File: src/rtl/rx_pkg.sv
// Receiver shared definitions: correlation RAM geometry and peak-scan FSM states.
package rx_pkg;

   localparam int RX_ADDR_W = 10;
   localparam int RX_DATA_W = 32;
   localparam int RX_DEPTH  = 1024;

   typedef enum logic [1:0] {
      IDLE  = 2'd0,
      READ  = 2'd1,
      DRAIN = 2'd2,
      DONE  = 2'd3
   } rx_peak_state_t;

endpackage

File: src/rtl/rx_abs_sat.sv
// Saturating absolute value of a two's complement word. The most negative
// value has no positive counterpart, so it clamps to the largest positive one.
module rx_abs_sat #(
   parameter int DATA_W = 32
) (
   input  logic [DATA_W-1:0] value,
   output logic [DATA_W-1:0] mag
);

   localparam logic [DATA_W-1:0] MIN_NEG = {1'b1, {(DATA_W-1){1'b0}}};
   localparam logic [DATA_W-1:0] MAX_POS = {1'b0, {(DATA_W-1){1'b1}}};

   // Negate negatives, clamp the one value whose negation overflows
   always_comb begin
      mag = value;
      if (value == MIN_NEG)
         mag = MAX_POS;
      else if (value[DATA_W-1])
         mag = ~value + 1'b1;
   end

endmodule

File: src/rtl/rx_peak_finder.sv
// Correlation RAM peak scanner. Reads every word once in circular order from
// a caller-supplied base, tracks the largest magnitude and its address, and
// publishes the peak, its index and a threshold-crossing flag.
module rx_peak_finder
   import rx_pkg::*;
#(
   parameter int DEPTH  = RX_DEPTH,
   parameter int ADDR_W = RX_ADDR_W,
   parameter int DATA_W = RX_DATA_W
) (
   input  logic              crx_clk,
   input  logic              rrx_rst,
   input  logic              erx_en,
   input  logic              istart,
   input  logic [ADDR_W-1:0] istart_addr,
   input  logic [DATA_W-1:0] ithreshold,
   output logic              or_enable,
   output logic [ADDR_W-1:0] or_address,
   input  logic [DATA_W-1:0] idata,
   output logic              obusy,
   output logic              odone,
   output logic [DATA_W-1:0] opeak_value,
   output logic [ADDR_W-1:0] opeak_index,
   output logic              opeak_valid
);

   // Index of the final word in a scan; the address counter wraps naturally
   // because DEPTH is a power of two.
   localparam logic [ADDR_W-1:0] LAST = ADDR_W'(DEPTH - 1);

   rx_peak_state_t    state;
   logic [ADDR_W-1:0] cnt;
   logic [DATA_W-1:0] thr;

   // Read-data qualifier and address, one cycle behind the RAM request
   logic              rd_vld;
   logic [ADDR_W-1:0] rd_addr;

   // Running maximum for the scan in progress
   logic [DATA_W-1:0] max_mag;
   logic [DATA_W-1:0] max_val;
   logic [ADDR_W-1:0] max_idx;

   // Maximum including the sample arriving this cycle
   logic [DATA_W-1:0] smp_mag;
   logic              take;
   logic [DATA_W-1:0] nxt_mag;
   logic [DATA_W-1:0] nxt_val;
   logic [ADDR_W-1:0] nxt_idx;

   logic              accept;

   assign accept = (state == IDLE) && istart && erx_en;

   rx_abs_sat #(.DATA_W(DATA_W)) u_abs (
      .value (idata),
      .mag   (smp_mag)
   );

   // Strictly greater so the earliest sample in scan order keeps a tie
   always_comb begin
      take    = rd_vld && (smp_mag > max_mag);
      nxt_mag = max_mag;
      nxt_val = max_val;
      nxt_idx = max_idx;
      if (take) begin
         nxt_mag = smp_mag;
         nxt_val = idata;
         nxt_idx = rd_addr;
      end
   end

   // Scan sequencing: state, RAM read port, busy/done flags
   always_ff @(posedge crx_clk) begin
      if (rrx_rst) begin
         state      <= IDLE;
         cnt        <= '0;
         thr        <= '0;
         or_enable  <= 1'b0;
         or_address <= '0;
         obusy      <= 1'b0;
         odone      <= 1'b0;
      end else if (!erx_en) begin
         // Abort: drop the port and return idle without reporting
         state     <= IDLE;
         or_enable <= 1'b0;
         obusy     <= 1'b0;
         odone     <= 1'b0;
      end else begin
         case (state)
            IDLE: begin
               odone <= 1'b0;
               if (istart) begin
                  state      <= READ;
                  cnt        <= '0;
                  thr        <= ithreshold;
                  or_enable  <= 1'b1;
                  or_address <= istart_addr;
                  obusy      <= 1'b1;
               end
            end
            READ: begin
               if (cnt == LAST) begin
                  state     <= DRAIN;
                  or_enable <= 1'b0;
               end else begin
                  cnt        <= cnt + 1'b1;
                  or_address <= or_address + 1'b1;
               end
            end
            DRAIN: begin
               state <= DONE;
               odone <= 1'b1;
            end
            DONE: begin
               state <= IDLE;
               odone <= 1'b0;
               obusy <= 1'b0;
            end
            default: begin
               state     <= IDLE;
               or_enable <= 1'b0;
               obusy     <= 1'b0;
               odone     <= 1'b0;
            end
         endcase
      end
   end

   // Compare pipeline, running max and published results
   always_ff @(posedge crx_clk) begin
      if (rrx_rst) begin
         rd_vld      <= 1'b0;
         rd_addr     <= '0;
         max_mag     <= '0;
         max_val     <= '0;
         max_idx     <= '0;
         opeak_value <= '0;
         opeak_index <= '0;
         opeak_valid <= 1'b0;
      end else begin
         rd_vld  <= or_enable && erx_en;
         rd_addr <= or_address;
         if (accept) begin
            // Empty max points at the base so an all-zero buffer reports it
            max_mag <= '0;
            max_val <= '0;
            max_idx <= istart_addr;
         end else begin
            max_mag <= nxt_mag;
            max_val <= nxt_val;
            max_idx <= nxt_idx;
         end
         // The last sample lands during DRAIN, so publish the merged max
         if (erx_en && (state == DRAIN)) begin
            opeak_value <= nxt_val;
            opeak_index <= nxt_idx;
            opeak_valid <= (nxt_mag >= thr);
         end
      end
   end

endmodule
File: config.mk
export PLATFORM = sky130hd
export DESIGN_NAME = rx_peak_finder
export DESIGN_NICKNAME = d
export VERILOG_FILES = /design/src/rtl/rx_pkg.sv /design/src/rtl/rx_abs_sat.sv /design/src/rtl/rx_peak_finder.sv
export SDC_FILE = /design/constraint.sdc
export NUM_CORES = 1
export LEC_CHECK = 0
export ABC_AREA = 0
export CAP_MARGIN = 20
export CORE_MARGIN = 2
export CORE_UTILIZATION = 40
export DETAILED_ROUTE_END_ITERATION = 10
export PLACE_DENSITY = 0.58
export SLEW_MARGIN = 20
export SYNTH_ARGS = -nofsm -noshare
export SYNTH_HDL_FRONTEND = slang
export SYNTH_SLANG_ARGS = --single-unit
File: constraint.sdc
create_clock -name crx_clk -period 7.3 [get_ports crx_clk]
set_input_delay 1.46 -clock crx_clk [delete_from_list [all_inputs] [get_ports crx_clk]]
set_output_delay 1.46 -clock crx_clk [all_outputs]
set_load 0.005 [all_outputs]
==> impl_metrics.py <==
metrics = {
    "floorplan": {
        "initial_core_util_pct": 40.9,
        "fp-row-count": 55,
        "dieArea_sq_um": 24500,
        "ios": 134,
        "die_h_um": 156,
        "core_area_sq_um": 22700,
        "die_x_um": 156,
    },
    "logic_synthesis": {
        "synth_warnings": 0,
        "ys_seq_elements": 185,
        "ys.flop_type": "dfxtp_1",
        "synthArstFlopShare_pct": 0,
        "mappedNetlistNets": 1233,
        "netlist_area_sq_um": 9290,
        "synth_cell_types": 62,
        "synth_edf_count": 0,
        "syn_avg_cell_area_sq_um": 8.58,
        "ys_seq_area_share_pct": 39.9,
        "netlist_instances": 1083,
    },
    "placed_design": {
        "numPortBuffers": 133,
        "preCtsSetupSlack_ns": -0.0444,
        "dp_hpwl_um": 17000,
        "place_congestion": 0.815,
        "placed_cells": 1496,
    },
    "sta": {
        "worst_slack_ns": 0.376,
        "tns_ns": 0,
        "fmax_ghz": 0.144,
        "finalCriticalPeriod_ns": 6.92,
        "fin_skew_ns": 0.0124,
        "hold_viol_final": 0,
        "worst_pin_slew_ns": 0.910,
        "setup_viol": 0,
        "relSlewSlack_pct": 39.1,
        "finalCritPeriodShare_pct": 94.9,
        "final_max_slew_viol_count": 0,
    },
    "status": {
        "outcome": "finished clean",
    },
    "global_route": {
        "grt_overflow": 0,
        "grt_max_degree": 88,
        "grt_pass1_wl_um": 38300,
        "antenna_found_initial": 0,
        "grtUsageTotal_pct": 19.4,
        "grt_pass1_vias": 7426,
    },
    "clock_network": {
        "clock_path_buffers": 2,
        "cts-buffers-inserted": 17,
        "worstSkewPairLatency_ns": 0.43,
        "cts_max_level": 4,
        "cts_hold_buf": 0,
        "clock-root-buffer": "clkbuf_16",
        "cts_tree": "done",
        "clkTransAtPathRegs_ns": 0.07,
        "cts.sinks": 185,
    },
    "drt": {
        "ant_nets": 0,
        "drt_iter0_drc": 447,
        "wl_met2_um": 9620,
        "drt-total-wl_um": 23300,
        "vias": 7739,
        "wl_met1_um": 12600,
        "via_per_inst": 5.06,
        "wl_met3_um": 964,
        "wire_per_inst_um": 15.2,
        "first_pass_iters": 5,
        "highest_layer": "met4",
        "drcViolationCount": 0,
    },
    "finish": {
        "final_cells": 1530,
        "drive_above_1_share_pct": 11.6,
        "final_common_cell": "dfxtp_1",
        "diodes": 0,
        "fin_nets": 1382,
        "areaGrowthSynthToFinish_pct": 26.9,
        "utilization_pct": 51.9,
        "final_cell_mix": "dfxtp_1, clkdlybuf4s50_1, nand2_1",
    },
    "power_and_ir_drop": {
        "finalPower_mw": 2.29,
        "ir_drop_mv": 0.126,
        "p_leak_nw": 5.00,
        "p_per_area_nw_per_um2": 194,
    },
    "worst_hold_path": {
        "hp-class": "register to register",
    },
    "setup_path": {
        "path_max_fanout": 9,
        "crit_path_start_kind": "primary input",
        "critical_path_arrival_ns": 7.24,
        "crit_slowest_cell": "or4b_2",
        "end_kind": "register",
        "critPathKind": "primary input to register",
        "crit_required_ns": 7.61,
        "slowest_delay_ns": 0.58,
    },
    "run": {
        "cap_viol_max_count": 0,
    },
}
==> state kept, by name, indices dropped and copies added, names as in the netlist <==
name         flops
max_mag         32
max_idx         10
opeak_value     32
rd_addr         10
or_address      10
rd_vld           1
odone            1
state            2
max_val         32
opeak_valid      1
obusy            1
or_enable        1
cnt             10
opeak_index     10
thr             32
==> path summary, 6_finish.rpt <==
| check | from | to | slack, ns | cells after the start |
|---|---|---|---|---|
| setup / recovery | idata[1] | opeak_valid | 0.38 | 25 |
| hold / removal | thr[4] | thr[4] | 0.45 | 2 |
| setup reg to reg | max_mag[13] | opeak_valid | 3.33 | 17 |
| hold reg to reg | thr[4] | thr[4] | 0.45 | 2 |
==> power breakdown <==
part	leakage [nW]	internal [mW]	switching, mW
Combinational	3.22	0.151	0.164
Clock	0.286	0.469	0.451
Sequential	1.50	1.04	0.0163
==> critical path, delay by kind of cell <==
| kind | cells | cell delay (ns) |
|---|---|---|
| AO/OA/AOI/OAI | 12 | 2.27 |
| AND/OR/NAND/NOR | 4 | 1.40 |
| buffers and inverters | 5 | 1.01 |
| multiplexers | 1 | 0.35 |
| adder cells (fa/ha/maj) | 3 | 0.76 |
==> layout make-up <==
type | count | area, sq um
clock buffers | 18 | 439
flip-flops and latches | 185 | 3700
fillers | 2197 | 10900
repair buffers | 190 | 1750
inverters | 76 | 285
well taps | 285 | 357
multi-input cells | 762 | 5090
clock inverters | 14 | 153
==> cells by family (layout without fill, tap and decap cells) <==
kind of cell | after synthesis | in the layout | share of synthesized area [%]
compound gates | 265 | 265 | 16.8
xor+xnor | 26 | 26 | 2.45
fa+ha+maj | 72 | 72 | 9.70
buf+inv | 136 | 298 | 5.63
flops | 185 | 185 | 39.9
mux | 81 | 81 | 9.16
simple gates | 318 | 318 | 16.4
==> layer usage <==
layer,global-route usage [%],up-vias
li1,-,4069
met3,3.57,12
met5,0,-
met4,4.67,0
met2,28.0,137
met1,29.7,3521
==> what timing repair did <==
item	CTS	global route
endpoints found under the setup margin	0	1
buffers inserted	0	2
resized for setup	0	3
==> per-stage QoR <==
stage / hold WS, ns / cell area (sq um)
2_1_floorplan: 0.436 / 9290
4_1_cts: 0.458 / 11800
5_1_grt: 0.475 / 11800
6_report: 0.455 / 11800
3_3_place_gp: 0.443 / 11200
3_5_place_dp: 0.447 / 11200
==> cell usage after synthesis (all sizes together), types with 8 or more instances <==
cell type	n	area, sq um
mux2	32	360
nor2b	19	119
a211oi	13	97.6
clkbuf	52	195
a21oi	114	574
nor2	72	270
mux2i	49	490
nor3	13	81.3
o31ai	9	77.6
and3	27	169
nand2	120	450
nand4	13	81.3
nand3	16	80.1
ha	72	901
dfxtp	185	3700
xor2	20	175
o21ai	74	370
buf	8	42.5
a21o	16	120
inv	76	285
No activity file was read; power rests on OpenSTA's default activity.
